--- config.mk ---
export PLATFORM = sky130hd
export DESIGN_NAME = vector_alu_seq
export DESIGN_NICKNAME = d
export VERILOG_FILES = /design/src/rtl/vector_alu_seq.sv
export SDC_FILE = /design/constraint.sdc
export NUM_CORES = 2
export LEC_CHECK = 0
export ABC_AREA = 1
export BUFFER_PORTS_ARGS = -buffer_cell sky130_fd_sc_hd__buf_2
export CELL_PAD_IN_SITES_DETAIL_PLACEMENT = 1
export CELL_PAD_IN_SITES_GLOBAL_PLACEMENT = 2
export CORE_MARGIN = 2
export CORE_UTILIZATION = 36
export DETAILED_ROUTE_END_ITERATION = 8
export PLACE_DENSITY_LB_ADDON = 0.1
export SLEW_MARGIN = 20
export SYNTH_ARGS = -nofsm -noshare
export SYNTH_HDL_FRONTEND = slang
export SYNTH_SLANG_ARGS = --single-unit
--- constraint.sdc ---
create_clock -name clk -period 37.2 [get_ports clk]
set_input_delay 1.86 -clock clk [delete_from_list [all_inputs] [get_ports clk]]
set_output_delay 1.86 -clock clk [all_outputs]
set_load 0.03 [all_outputs]
--- src/rtl/vector_alu_seq.sv ---
// rtl/vector_alu_seq.sv - multi-cycle strip-mined vector ALU (vadd/vsub vv/vx, vslide1up/down)
//
// Purpose: accepts one vector request per handshake, processes LANES elements
// per EXEC cycle over the active length vl, then presents result_v until the
// consumer takes it. Tail (i >= vl) elements keep vector_d.
//
// Optional feature macro: VALU_MASK_EN (adds v0_mask/vm; masked-off active
// elements keep vector_d).
//
// Ports:
//   clk, rst_n           clock (rising edge), synchronous active-low reset
//   in_valid / in_ready  request handshake; all inputs latched on acceptance
//   op                   0=SUB 1=ADD 2=SLIDE1UP 3=SLIDE1DOWN, others no-op
//   is_vx                ADD/SUB use scalar_a broadcast instead of vector_a
//   vl                   active element count, clamped to VLMAX
//   scalar_a             scalar operand, low SEW bits used
//   vector_a/b/d         vs1, vs2, old vd
//   v0_mask, vm          (VALU_MASK_EN only) element mask, vm=1 disables masking
//   out_valid/out_ready  result handshake
//   result_v             result vector, retained after the result is taken
//   busy                 high whenever not IDLE
module vector_alu_seq #(
  parameter int VLMAX = 8,
  parameter int SEW   = 32,
  parameter int LANES = 2
) (
  input  logic                         clk,
  input  logic                         rst_n,
  input  logic                         in_valid,
  output logic                         in_ready,
  input  logic [3:0]                   op,
  input  logic                         is_vx,
  input  logic [$clog2(VLMAX+1)-1:0]   vl,
  input  logic [31:0]                  scalar_a,
  input  logic [VLMAX*SEW-1:0]         vector_a,
  input  logic [VLMAX*SEW-1:0]         vector_b,
  input  logic [VLMAX*SEW-1:0]         vector_d,
`ifdef VALU_MASK_EN
  input  logic [VLMAX-1:0]             v0_mask,
  input  logic                         vm,
`endif
  output logic                         out_valid,
  input  logic                         out_ready,
  output logic [VLMAX*SEW-1:0]         result_v,
  output logic                         busy
);

  localparam int VLW = $clog2(VLMAX+1);
  localparam logic [VLW-1:0] VLMAX_W = VLW'(VLMAX);
  localparam logic [VLW-1:0] LANES_W = VLW'(LANES);

  localparam logic [3:0] OP_SUB  = 4'd0;
  localparam logic [3:0] OP_ADD  = 4'd1;
  localparam logic [3:0] OP_SUP  = 4'd2;
  localparam logic [3:0] OP_SDN  = 4'd3;

  typedef enum logic [1:0] {IDLE, EXEC, DONE} state_t;

  state_t state, state_n;

  logic [SEW-1:0] a_in [VLMAX];
  logic [SEW-1:0] b_in [VLMAX];
  logic [SEW-1:0] d_in [VLMAX];

  logic [SEW-1:0] a_q [VLMAX];
  logic [SEW-1:0] b_q [VLMAX];
  logic [SEW-1:0] d_q [VLMAX];
  logic [SEW-1:0] res_q [VLMAX];
  logic [SEW-1:0] res_n [VLMAX];

  logic [3:0]     op_q;
  logic           vx_q;
  logic [VLW-1:0] vl_q;
  logic [SEW-1:0] s_q;
  logic [VLW-1:0] base_q;      // first element index of the current slice
`ifdef VALU_MASK_EN
  logic [VLMAX-1:0] mask_q;
  logic             vm_q;
`endif

  logic [VLW-1:0] vl_clamp;
  logic           accept;
  logic           last_slice;
  logic [SEW-1:0] opnd;
  logic           act;

  for (genvar g = 0; g < VLMAX; g++) begin : g_unpack
    assign a_in[g] = vector_a[g*SEW +: SEW];
    assign b_in[g] = vector_b[g*SEW +: SEW];
    assign d_in[g] = vector_d[g*SEW +: SEW];
    assign result_v[g*SEW +: SEW] = res_q[g];
  end

  assign vl_clamp   = (vl > VLMAX_W) ? VLMAX_W : vl;
  assign accept     = in_valid && in_ready;
  // base_q + LANES never exceeds VLMAX, so the sum fits in VLW bits.
  assign last_slice = (base_q + LANES_W) >= vl_q;

  // State register, slice pointer and result register.
  always_ff @(posedge clk) begin
    if (!rst_n) begin
      state  <= IDLE;
      base_q <= '0;
      for (int i = 0; i < VLMAX; i++) res_q[i] <= '0;
    end else begin
      state <= state_n;
      if (accept) begin
        // Preload old vd so tail elements and an empty vl need no extra work.
        res_q  <= d_in;
        base_q <= '0;
      end else if (state == EXEC) begin
        res_q  <= res_n;
        base_q <= base_q + LANES_W;
      end
    end
  end

  // Operand capture; contents are don't-care until the next acceptance.
  always_ff @(posedge clk) begin
    if (accept) begin
      op_q <= op;
      vx_q <= is_vx;
      vl_q <= vl_clamp;
      s_q  <= scalar_a[SEW-1:0];
      a_q  <= a_in;
      b_q  <= b_in;
      d_q  <= d_in;
`ifdef VALU_MASK_EN
      mask_q <= v0_mask;
      vm_q   <= vm;
`endif
    end
  end

  always_comb begin
    state_n   = state;
    in_ready  = 1'b0;
    out_valid = 1'b0;
    busy      = 1'b1;
    unique case (state)
      IDLE: begin
        in_ready = 1'b1;
        busy     = 1'b0;
        if (in_valid) state_n = (vl_clamp == '0) ? DONE : EXEC;
      end
      EXEC: begin
        if (last_slice) state_n = DONE;
      end
      DONE: begin
        out_valid = 1'b1;
        if (out_ready) state_n = IDLE;
      end
      default: state_n = IDLE;
    endcase
  end

  // Element datapath: every element position is evaluated, but only those
  // inside the current slice are written back.
  always_comb begin
    res_n = res_q;
    opnd  = '0;
    act   = 1'b0;
    for (int i = 0; i < VLMAX; i++) begin
      if (VLW'(i) >= base_q && VLW'(i) < base_q + LANES_W) begin
`ifdef VALU_MASK_EN
        act = vm_q || mask_q[i];
`else
        act = 1'b1;
`endif
        opnd = vx_q ? s_q : a_q[i];
        if (VLW'(i) >= vl_q || !act) begin
          res_n[i] = d_q[i];
        end else begin
          case (op_q)
            OP_SUB:  res_n[i] = b_q[i] - opnd;
            OP_ADD:  res_n[i] = b_q[i] + opnd;
            OP_SUP:  res_n[i] = (i == 0) ? s_q : b_q[(i == 0) ? 0 : i - 1];
            // When i is the last physical element it must be vl-1 here.
            OP_SDN:  res_n[i] = (VLW'(i) == vl_q - VLW'(1)) ? s_q
                                : b_q[(i == VLMAX - 1) ? i : i + 1];
            default: res_n[i] = d_q[i];
          endcase
        end
      end
    end
  end

endmodule

# [After elaboration in Yosys (flattened, before gate mapping)]
# Index checks and enable logic that the tools add are counted.
[totals] ff_bits=1071 out_inout_bits=259 inputBits=813
[op_classes] bitwise_logic=1 muxes=51 n_eq_ne=15 n_lt_le_gt_ge=26 n_reduce_logical=32 add_sub_neg=18
[ops] cell="$mux 32" count=32
[ops] cell="$pmux 32 s4" count=8
[ops] cell="$mux 256" count=2
[ops] cell="$add 32x32->32" count=8
[ops] cell="$sub 32x32->32" count=8
[ops] cell="$ge 3x4->1 const A" count=8
[ops] cell="$reduce_bool 2->1" count=9
[ops] cell="$eq 3x4->1 const A" count=4
[ops] cell="$ge 1x4->1 const A" count=4
[ops] cell="$ge 2x4->1 const A" count=4
[ops] cell="$lt 3x4->1 const A" count=4
[ops] cell="$reduce_and 2->1" count=8
[ops] cell="$logic_not 4->1" count=3
[ops] cell="$logic_and 1x1->1" count=9
[ops] cell="$eq 2x4->1 const A" count=2
[ops] cell="$eq 4x2->1 const B" count=2
[ops] cell="$lt 1x4->1 const A" count=2
[ops] cell="$lt 2x4->1 const A" count=2
[ops] cell="$mux 2" count=4
[ops] cell="$ne 2x2->1 const B" count=3
[ops] cell="$pmux 2 s3" count=1
[ops] cell="$add 4x2->4 const B" count=1
[ops] cell="$eq 1x4->1 const A" count=1
[ops] cell="$eq 4x1->1 const B" count=1
[ops] cell="other kinds (11)" count=13

# [Longest topological paths before layout]
[logic_depth] ltp_word=8 ltp_mapped=33 depth_no_buf=30

# [Worst setup path after synthesis]
# OpenSTA, ideal clock, no wires.
[synth_path] kind="input to register" start="in in_valid" end="reg a_q[0] (netlist bit) (enable)" n_path_buf=2 path_stages=4 setup_ns=1.490 slack_ns=11.367 arrival_time_ns=24.343 cell_sequence="inv_1 -> nor2_4 -> clkbuf_1 -> clkbuf_1"
[synth_between] elab_chain_cells=1
[synth_lines] element="start, declared" line_no="29" text="input logic in_valid,"
[synth_lines] element="$logic_and 1x1->1" line_no="95" text="assign accept = in_valid && in_ready;"
[synth_lines] element="net accept" line_no="82" text="logic accept;"
[synth_lines] element="end signal, assigned" line_no="125" text="a_q <= a_in;"
[synth_lines] element="end, declared" line_no="65" text="logic [SEW-1:0] a_q [VLMAX];"
# The timed path passes the listed nets, and every way through them passes these cells.
# A chain may end at the register's enable or synchronous reset.

# [Worst setup path in the final report]
[layout_path] start="reg op_q[3]" end="reg res_q (netlist bit result_v[222])"
[layout_between] elab_chain_cells=6 elab_cells_between_ends=9 classes_between="eq/ne: 3; mux: 5; reduce/logical: 1"
[layout_lines] element="start, declared" line_no="71" text="logic [3:0] op_q;"
[layout_lines] element="start signal, assigned" line_no="121" text="op_q <= op;"
[layout_lines] element="$eq 4x2->1, or another cell as far along" line_no="174" text="case (op_q)"
[layout_lines] element="$pmux 32 s4 (*)" line_no="174"
[layout_lines] element="$mux 32 (*)" line_no="171" text="if (VLW'(i) >= vl_q || !act) begin"
[layout_lines] element="$mux 32 (*)" line_no="164" text="if (VLW'(i) >= base_q && VLW'(i) < base_q + LANES_W) begin"
[layout_lines] element="$mux 256 (*)" line_no="111" text="end else if (state == EXEC) begin"
[layout_lines] element="$mux 256 (*)" line_no="107" text="if (accept) begin"
[layout_lines] element="end signal, assigned" line_no="109" text="res_q <= d_in;"
[layout_lines] element="end signal, assigned" line_no="112" text="res_q <= res_n;"
[layout_lines] element="end, declared" line_no="68" text="logic [SEW-1:0] res_q [VLMAX];"
# Every way passes the cells marked *; elsewhere a longest branch is shown, timed or not. The select of a mux whose other input is x is not followed.

==> results_dict.tcl <==
set metrics [dict create \
    clock_latency_ns 0.84 \
    synthDominantCellAreaShare_pct 33.3 \
    cts_tree "done" \
    crit_fanout 102 \
    critPathArrivalTime_ns 7.92 \
    avgSynthCellArea_um2 7.32 \
    slew_headroom_pct 12.2 \
    first_pass_iters 7 \
    yosysWarnings 0 \
    swShare_pct 54.3 \
    hold_class "reg -> reg" \
    slowest_stage "o21ai_1" \
    power.leakage_nw 39.3 \
    fin_nets 12000 \
    grt_overflow 0 \
    synth-seq-cells 1070 \
    dr.first_iter.drc_count 8828 \
    cts-root-buf "clkbuf_16" \
    worstMarginPinSlew_ns 1.32 \
    power.share.clock_pct 16.3 \
    synth_seq_area_share_pct 40.5 \
    grt_antenna_before_repair 82 \
    port_buffers 1071 \
    grt_pass1_vias 79200 \
    dpl.hpwl_um 377000 \
    startpoint "op_q[3]" \
    cp_common_cell "nand2_1" \
    ctsHoldBuffers 0 \
    reg2reg_slack_ns 30.03 \
    grt_max_degree 198 \
    hold_end "result_v[60]" \
    ios 1072 \
    ys_top_cells_by_area "edfxtp_1 (33%), nand2_1 (15%), dfxtp_1 (7.2%)" \
    fp-row-count 165 \
    drive_gt1_share_pct 14.8 \
    vias 79200 \
    synth_edf_count 809 \
    post-route-drc-count 0 \
    combPwrFrac_pct 57.4 \
    vias_per_cell 5.77 \
    wirelength_um 461000 \
    synth.distinct_cells 68 \
    yosys-top-cells-count "nand2_1 (3005), inv_1 (1154), nor2_1 (955), a21oi_1 (840), edfxtp_1 (809)" \
    die_area_um2 206000 \
    min_period_ns 7.17 \
    die_x_um 454 \
    grt_use_total_pct 43.2 \
    drv_slew 0 \
    status "complete, no violations" \
    power.switching_mw 4.11 \
    start_kind "flip-flop" \
    r2r_cells 24 \
    cts_resized 0 \
    clkTransAtPathRegs_ns 0.06 \
    detail-route-antenna-nets 0 \
    r2r_start "op_q[3]" \
    die_y_um 454 \
    worstHoldStart "result_v[60]" \
    netlist_area_um2 72900 \
    synthCells 9955 \
    r2r-end "result_v[222]" \
    drv_cap 0 \
    crit_path_end_kind "flip-flop" \
    slowest_delay_ns 0.72 \
    core_um2 202000 \
    syn_nets 11100 \
    setup_viol 0 \
    powerDensity_nw_per_um2 88.9 \
    async_flop_share_pct 0 \
    numCtsBuffers 120 \
    clock-skew-final_ns 0.0682 \
    worstSetupPathType "reg -> reg" \
    area_growth_pct 16.8 \
    gp_congestion 1.06 \
    grt_first_pass_wirelength_um 619000 \
    hold_violations 0 \
    htreeDepth 3 \
    synth_largest_area_cell "edfxtp_1" \
    min_path_cells 2 \
    cts.sinks 1070 \
    period_share_pct 19.3 \
    fmax_mhz 140 \
    power.share.sequential_pct 26.3 \
    synthFlopType "edfxtp_1" \
    worstPathRequired_ns 37.96 \
    ir_drop_v 0.0000681 \
    postCtsSetupBuffers 0 \
    rsz0062_at_grt "false" \
    tns_ns 0 \
    internal_power_mw 3.46 \
    initial_core_util_pct 36.1 \
    cts_buffer_depth 3 \
    p_total_mw 7.57 \
    yosysMostFrequentCell "nand2_1" \
    post_drt_wl_per_cell_um 33.6 \
    critical_path.cell_chain "nor2_2, inv_2, nor2_4, buf_12, inv_4, nor2_4, inv_4, buf_4, o21ai_0, inv_1, fa_1, inv_1, nand3_1, nand3_1, nand2_1, nand2_1, inv_1, o21bai_1, nand2_1, nand3_1, nand2_1, o21ai_1, nand2_1, a21oi_1" \
]
==> critical path: cells and delay by family, from the launching register on <==
| family | cells | cell delay, ns |
|---|---|---|
| AO/OA/AOI/OAI | 4 | 1.62 |
| adder cells (fa/ha/maj) | 1 | 0.43 |
| buffers and inverters | 8 | 2.14 |
| flip-flops | 1 | 0.40 |
| AND/OR/NAND/NOR | 11 | 2.15 |
==> state kept, by name, summed over array words and instances (netlist names) <==
signal    cells
d_q         256
b_q         256
base_q        3
vl_q          4
vx_q          1
a_q         256
s_q          32
state         2
result_v    256
op_q          4
==> power groups by stage <==
stage,Clock (mW),Sequential (mW),Combinational (mW)
after global placement,0,1.99,4.18
after floorplan,0,2.25,2.38
after global routing,1.29,1.99,4.63
after detailed placement,0,1.99,4.23
final,1.24,1.99,4.34
after CTS,1.24,1.98,4.25
==> stage by stage <==
stage	worst slack (ns)	utilization (%)	hold slack, ns	area [µm²]	cells
after floorplan	11.37	-	0.486	72900	9955
after global placement	29.93	40.1	0.449	81000	13400
after detailed placement	30.20	40.1	0.456	81000	13400
after CTS	30.19	42.1	0.466	85000	13700
after global routing	29.75	42.2	0.480	85100	13700
final	30.03	42.2	0.462	85200	13700
==> how the worst max path moves through the flow <==
stage / end / slack [ns]
global placement: result_v[222] / 29.93
floorplan: a_q[0] / 11.37
finish: result_v[222] / 30.03
detailed placement: result_v[222] / 30.20
CTS: result_v[222] / 30.19
global route: result_v[222] / 29.75
==> cell families after synthesis <==
kind of cell,Yosys count,synth area share (%)
and+or+nand+nor,4909,28.0
DFF,1070,40.5
xor gates and xnor gates,230,2.76
AOI/OAI and AO/OA,1880,14.8
buffers and inverters,1540,8.25
adders and majority gates,326,5.68
==> layout by cell type (no fill, tap or decap), drive strengths merged, types with 142 or more instances in the layout <==
| cell | count |
|---|---|
| a21oi | 851 |
| o211ai | 142 |
| o21ai | 545 |
| edfxtp | 809 |
| nand2 | 3054 |
| nor2 | 997 |
| ha | 318 |
| nand3 | 485 |
| buf | 1168 |
| dfxtp | 261 |
| inv | 1184 |
| clkbuf | 168 |
| xor2 | 151 |
==> layer usage <==
layer	track usage (%)	vias to the layer above	share of wire, %
li1	-	35000	-
met1	45.5	38900	35
met2	72.2	3931	47
met3	6.89	1318	6.4
met4	43.6	24	12
met5	0	-	0.036
==> area by class of cell <==
class / instances / area, µm²
multi-input combinational: 7345 / 37500
sequential: 1070 / 29500
fill: 25500 / 117000
tap: 2672 / 3340
clock buffer: 168 / 3390
antenna: 73 / 183
timing repair buffer: 1168 / 6180
clock inverter: 57 / 642
inverter: 1184 / 4470
Note: power is estimated with default switching activity, not from simulation.
